## config.mk

```make
export PLATFORM = sky130hd
export DESIGN_NAME = nv_ram_rwsp_param
export DESIGN_NICKNAME = d
export VERILOG_FILES = /design/src/rtl/nv_ram_pkg.sv /design/src/rtl/nv_ram_clr_seq.sv /design/src/rtl/nv_ram_rwsp_param.sv
export SDC_FILE = /design/constraint.sdc
export NUM_CORES = 1
export LEC_CHECK = 0
export ABC_CLOCK_PERIOD_IN_PS = 3100
export BUFFER_PORTS_ARGS = -buffer_cell sky130_fd_sc_hd__buf_2
export CORE_MARGIN = 1
export CORE_UTILIZATION = 56
export DETAILED_ROUTE_END_ITERATION = 16
export PLACE_DENSITY = 0.75
export SLEW_MARGIN = 20
export SYNTH_ARGS = -nofsm -noshare
export SYNTH_HDL_FRONTEND = slang
export SYNTH_HIERARCHICAL = 1
export SYNTH_SLANG_ARGS = --single-unit
```

## constraint.sdc

```tcl
create_clock -name nvdla_core_clk -period 3.1 [get_ports nvdla_core_clk]
set_input_delay 0.62 -clock nvdla_core_clk [delete_from_list [all_inputs] [get_ports nvdla_core_clk]]
set_output_delay 0.62 -clock nvdla_core_clk [all_outputs]
set_load 0.01 [all_outputs]
```

## src/rtl/nv_ram_pkg.sv

```systemverilog
// Shared definitions for the parametrised rwsp RAM model.
//   clr_state_e          : clear-sequencer state encoding
//   lw()                 : bits per write-mask lane
//   NV_RAM_CHECK_PARAMS  : elaboration-time legality check on DEPTH/MW
`ifndef NV_RAM_PKG_SV
`define NV_RAM_PKG_SV

`define NV_RAM_CHECK_PARAMS(DW_, AW_, DEPTH_, MW_) \
  if ((DEPTH_) < 2 || (DEPTH_) > (1 << (AW_)) || (MW_) < 1 || ((DW_) % (MW_)) != 0) begin : g_bad_params \
    $fatal(1, "nv_ram: illegal DEPTH or MW parameter"); \
  end

package nv_ram_pkg;

  typedef enum logic {
    CLEAR = 1'b0,
    READY = 1'b1
  } clr_state_e;

  function automatic int lw(input int dw, input int mw);
    return dw / mw;
  endfunction

endpackage

`endif

```

## src/rtl/nv_ram_clr_seq.sv

```systemverilog
// Reset-time clear sequencer: walks every entry once, writing zero, then
// parks in READY until the next reset.
// Ports:
//   clk_i, rst_ni  : clock, async active-low reset
//   clr_we_o       : array clear write strobe (high for the whole CLEAR phase)
//   clr_wa_o       : array clear write address
//   init_busy_o    : registered busy flag, high while clearing
//
// state | meaning
// CLEAR | zeroing M[cnt] each cycle, external traffic ignored
// READY | normal operation, terminal until reset
module nv_ram_clr_seq
  import nv_ram_pkg::*;
#(
  parameter int AW         = 7,
  parameter int DEPTH      = 128,
  parameter int INIT_CLEAR = 1
) (
  input  logic          clk_i,
  input  logic          rst_ni,
  output logic          clr_we_o,
  output logic [AW-1:0] clr_wa_o,
  output logic          init_busy_o
);

  localparam logic [AW-1:0] LAST = AW'(DEPTH - 1);

  clr_state_e    state_q;
  logic [AW-1:0] cnt_q;
  logic          busy_q;

  always_ff @(posedge clk_i or negedge rst_ni) begin
    if (!rst_ni) begin
      state_q <= (INIT_CLEAR != 0) ? CLEAR : READY;
      cnt_q   <= '0;
      busy_q  <= (INIT_CLEAR != 0);
    end else if (state_q == CLEAR) begin
      cnt_q <= cnt_q + 1'b1;
      if (cnt_q == LAST) begin
        state_q <= READY;
        busy_q  <= 1'b0;
      end
    end
  end

  assign clr_we_o    = (state_q == CLEAR);
  assign clr_wa_o    = cnt_q;
  assign init_busy_o = busy_q;

endmodule

```

## src/rtl/nv_ram_rwsp_param.sv

```systemverilog
// Parametrised 1R/1W RAM model with registered read address, ore-gated
// output register, lane write mask, optional write-first bypass and a
// reset-time clear sequence.
// Ports:
//   nvdla_core_clk, nvdla_core_rstn : clock, async active-low reset
//   ra, re                          : read address and capture enable
//   ore, dout, dout_vld             : output load enable, data, valid
//   wa, we, wmask, di               : write address, enable, lane mask, data
//   init_busy                       : clear sequence in progress
//   pwrbus_ram_pd                   : power control, functionally unused
module nv_ram_rwsp_param
  import nv_ram_pkg::*;
#(
  parameter int DW         = 6,
  parameter int AW         = 7,
  parameter int DEPTH      = 128,
  parameter int MW         = 1,
  parameter int BYPASS     = 0,
  parameter int INIT_CLEAR = 1
) (
  input  logic          nvdla_core_clk,
  input  logic          nvdla_core_rstn,
  input  logic [AW-1:0] ra,
  input  logic          re,
  input  logic          ore,
  output logic [DW-1:0] dout,
  output logic          dout_vld,
  input  logic [AW-1:0] wa,
  input  logic          we,
  input  logic [MW-1:0] wmask,
  input  logic [DW-1:0] di,
  output logic          init_busy,
  input  logic [31:0]   pwrbus_ram_pd
);

  `NV_RAM_CHECK_PARAMS(DW, AW, DEPTH, MW)

  localparam int        LW      = lw(DW, MW);
  localparam logic [AW:0] DEPTH_W = (AW+1)'(DEPTH);

  logic [DW-1:0] mem [DEPTH];

  logic [AW-1:0] ra_q;
  logic          ra_vld_q;
  logic [DW-1:0] dout_q;
  logic          dout_vld_q;

  logic          clr_we;
  logic [AW-1:0] clr_wa;
  logic          ready;
  logic          wa_ok;
  logic          ra_ok;
  logic          collide;
  logic [DW-1:0] lane_bits;
  logic [DW-1:0] rd_raw;
  logic [DW-1:0] rdata;
  logic          unused_pwr;

  assign unused_pwr = ^pwrbus_ram_pd;

  nv_ram_clr_seq #(
    .AW         (AW),
    .DEPTH      (DEPTH),
    .INIT_CLEAR (INIT_CLEAR)
  ) u_clr_seq (
    .clk_i       (nvdla_core_clk),
    .rst_ni      (nvdla_core_rstn),
    .clr_we_o    (clr_we),
    .clr_wa_o    (clr_wa),
    .init_busy_o (init_busy)
  );

  assign ready = ~clr_we;
  assign wa_ok = {1'b0, wa} < DEPTH_W;
  assign ra_ok = {1'b0, ra_q} < DEPTH_W;

  always_comb begin
    lane_bits = '0;
    for (int i = 0; i < MW; i++) begin
      lane_bits[i*LW +: LW] = {LW{wmask[i]}};
    end
  end

  // Out-of-range reads return zero and never take the bypass path.
  assign rd_raw  = ra_ok ? mem[ra_q] : '0;
  assign collide = (BYPASS != 0) && we && ra_ok && (wa == ra_q);
  assign rdata   = collide ? ((rd_raw & ~lane_bits) | (di & lane_bits)) : rd_raw;

  // Array is deliberately not reset; the clear sequencer owns the write
  // port while busy.
  always_ff @(posedge nvdla_core_clk) begin
    if (clr_we) begin
      mem[clr_wa] <= '0;
    end else if (we && wa_ok) begin
      for (int i = 0; i < MW; i++) begin
        if (wmask[i]) mem[wa][i*LW +: LW] <= di[i*LW +: LW];
      end
    end
  end

  always_ff @(posedge nvdla_core_clk or negedge nvdla_core_rstn) begin
    if (!nvdla_core_rstn) begin
      ra_q       <= '0;
      ra_vld_q   <= 1'b0;
      dout_q     <= '0;
      dout_vld_q <= 1'b0;
    end else if (ready) begin
      if (re) begin
        ra_q     <= ra;
        ra_vld_q <= 1'b1;
      end
      // ore samples the pre-edge ra_q, so re and ore together read the old address.
      if (ore) begin
        dout_q     <= rdata;
        dout_vld_q <= ra_vld_q;
      end
    end
  end

  assign dout     = dout_q;
  assign dout_vld = dout_vld_q;

endmodule

```

==> flow_metrics.py <==
metrics = {
    "run_status": {
        "status": "finished clean",
    },
    "grt": {
        "grt_usage_pct": 26.1,
        "overflow": 0,
        "grt_pass1_vias": 17300,
        "grt.busiest_layer": "met2",
        "antenna_found_initial": 0,
        "grt_start_max_net_pins": 73,
        "use_met3_pct": 5.20,
        "grt_pass1_wl_um": 109000,
        "use_met1_pct": 36.0,
        "use_met2_pct": 41.4,
    },
    "timing": {
        "relSlewSlack_pct": 48.1,
        "finalMaxSlewViolations": 0,
        "tns_ns": 0,
        "holdWs_ns": 0.0782,
        "finalCritPeriodShare_pct": 93.3,
        "fmax_mhz": 346,
        "hold_violations": 0,
        "rsz0062_at_grt": "false",
        "worstMarginPinSlew_ns": 0.778,
        "finalWorstPathRequiredPeriod_ns": 2.89,
        "setup_viol": 0,
        "fin_skew_ns": 0.0340,
    },
    "die": {
        "initial_core_util_pct": 57.1,
        "rows": 86,
        "num_io_pins": 66,
        "die_w_um": 240,
        "core-area_sq_um": 55500,
        "die_area_sq_um": 57600,
        "die_h_um": 240,
    },
    "yosys": {
        "synth_area_leader_cell": "edfxtp_1",
        "synth-seq-cells": 792,
        "avgSynthCellArea_sq_um": 19.1,
        "synth_area_leaders": "edfxtp_1, mux4_2, mux2i_1",
        "netlist_instances": 1663,
        "synth_most_common_cell": "edfxtp_1",
        "ys_seq_area_share_pct": 74.6,
        "synth-edff-count": 768,
        "yosys-top-cells-count": "edfxtp_1, nor2_1, mux2i_1",
        "ys_types": 55,
        "post-synth-top-area-fraction_pct": 72.7,
        "yosys.area_share.simple_pct": 4.25,
        "ys.flop_type": "edfxtp_1",
        "synth-xor-area-share_pct": 0.166,
        "syn_nets": 1722,
        "synth_top_family_by_area": "multiplexers",
        "synthMuxAreaShare_pct": 14.4,
        "async_flop_share_pct": 3.03,
        "synthAdderAreaFrac_pct": 0.0395,
        "synth_compound_area_share_pct": 4.34,
        "yosys_warnings": 6,
        "synthesis.area_sq_um": 31700,
    },
    "routing": {
        "drt_first_pass_iters": 5,
        "route.detailed.drc": 0,
        "vias": 17100,
        "ant_nets": 0,
        "initialDrtViolationCount": 2028,
        "wirelength_um": 72900,
        "wire_per_inst_um": 26.9,
        "vias_per_cell": 6.32,
    },
    "placement": {
        "place.gp.congestion": 0.890,
        "place.port_buffers": 33,
        "dp.final_hpwl_um": 46900,
    },
    "setup_path": {
        "cp-end-kind": "flip-flop",
        "crit_type": "flip-flop to flip-flop",
        "crit_fanout": 24,
        "crit_required_ns": 3.60,
        "cp.arrival_ns": 3.39,
        "r2r_slack_ns": 0.21,
        "cp-start-kind": "flip-flop",
    },
    "clock_tree": {
        "clock_sinks": 792,
        "worstSkewPairLatency_ns": 0.63,
        "cts_buffers": 78,
        "cts-htree-levels": 3,
        "ctsResizeCount": 0,
        "cts_buffer_depth": 3,
        "post_cts_buffers": 0,
        "cts_tree": "built",
        "cts_root_buf": "clkbuf_16",
        "clk_pin_slew_worst_paths_ns": 0.06,
        "ctsHoldBuffers": 0,
    },
    "job": {
        "cap_viol_max_count": 0,
    },
    "power": {
        "p_total_mw": 21.8,
        "power_density_nw_per_um2": 594,
        "max-vdd-ir-drop_mv": 0.466,
        "leakage_nw": 12.2,
    },
    "cells_and_area": {
        "layout.nets": 1951,
        "diodes": 0,
        "drive_gt1_share_pct": 26.4,
        "syn2layout_area_growth_pct": 15.4,
    },
    "worst_hold_path": {
        "hold_class": "input pin to async pin",
    },
}
-- layout by cell type (no fill, tap or decap), types with 22 or more instances in the layout --
cell type  instances
nor2b_1           22
buf_12            24
nand2_1           56
buf_4            183
mux4_2           119
edfxtp_1         768
clkbuf_16         82
o22ai_1           52
buf_2             33
mux2i_1          128
nor2_1           151
o221ai_1          39
-- kinds of logic after synthesis --
family          count (synthesis)
flops                         792
fa+ha+maj                       1
xor+xnor                        6
mux                           280
compound gates                191
simple gates                  298
buf+inv                        95
-- sequential cells by signal, summed over array words and instances (netlist names) --
signal / cells
dout: 6
ra_vld_q: 1
u_clr_seq/init_busy_o: 1
u_clr_seq/state_q: 1
ra_q: 7
mem: 768
dout_vld: 1
u_clr_seq/clr_wa_o: 7
-- layer usage --
| metal | wire (um) | vias up |
|---|---|---|
| met1 | 28600 | 8746 |
| met2 | 35000 | 918 |
| met3 | 6680 | 170 |
| met5 | 0 | - |
| met4 | 2630 | 0 |
| li1 | - | 7245 |
-- final timing paths --
path / startpoint / endpoint / depth (start not counted)
setup / recovery: ra_q[0]$_DFFE_PN0P_ / dout[2]$_DFFE_PN0P_ / 8
hold / removal: nvdla_core_rstn / ra_q[0]$_DFFE_PN0P_ / 1
setup reg to reg: ra_q[0]$_DFFE_PN0P_ / dout[2]$_DFFE_PN0P_ / 8
hold reg to reg: u_clr_seq/init_busy_o$_DFFE_PN1P_ / u_clr_seq/init_busy_o$_DFFE_PN1P_ / 1
max in group asynchronous: nvdla_core_rstn / ra_q[1]$_DFFE_PN0P_ / 1
min in group nvdla_core_clk: ra[3] / ra_q[3]$_DFFE_PN0P_ / 3
-- worst max-delay path: stages (launching register included) --
cell and delay (ns):
dfrtp_4 0.75, buf_12 0.21, buf_4 0.33, mux2i_1 0.13, o221ai_1 0.30, o22ai_1 0.13
a21oi_1 0.33, o22ai_1 0.25, a2111oi_2 0.30
-- area by class of cell --
| class | count | area, sq um |
|---|---|---|
| well taps | 748 | 936 |
| inverters | 4 | 15.0 |
| flip-flops and latches | 792 | 23700 |
| clock inverters | 44 | 438 |
| multi-input cells | 776 | 7380 |
| fillers | 3602 | 18900 |
| repair buffers | 240 | 2020 |
| clock buffers | 100 | 2150 |
-- where the power goes --
part | leakage (nW) | total, mW | switching (mW) | internal (mW)
combinational | 3.36 | 0.638 | 0.369 | 0.269
clock | 1.27 | 9.51 | 3.93 | 5.59
sequential | 7.59 | 11.6 | 0.0376 | 11.6
-- stage by stage --
stage | worst slack [ns] | utilization [%] | std cells | area [sq um]
after global routing | 0.0955 | 65.9 | 2704 | 36600
after detailed placement | 0.133 | 61.3 | 2560 | 34000
after global placement | 0.230 | 61.3 | 2560 | 34000
after CTS | 0.255 | 65.9 | 2704 | 36600
after floorplan | 0.648 | - | 1663 | 31700
final | 0.207 | 65.9 | 2704 | 36600
No activity file was read; power rests on OpenSTA's default activity.
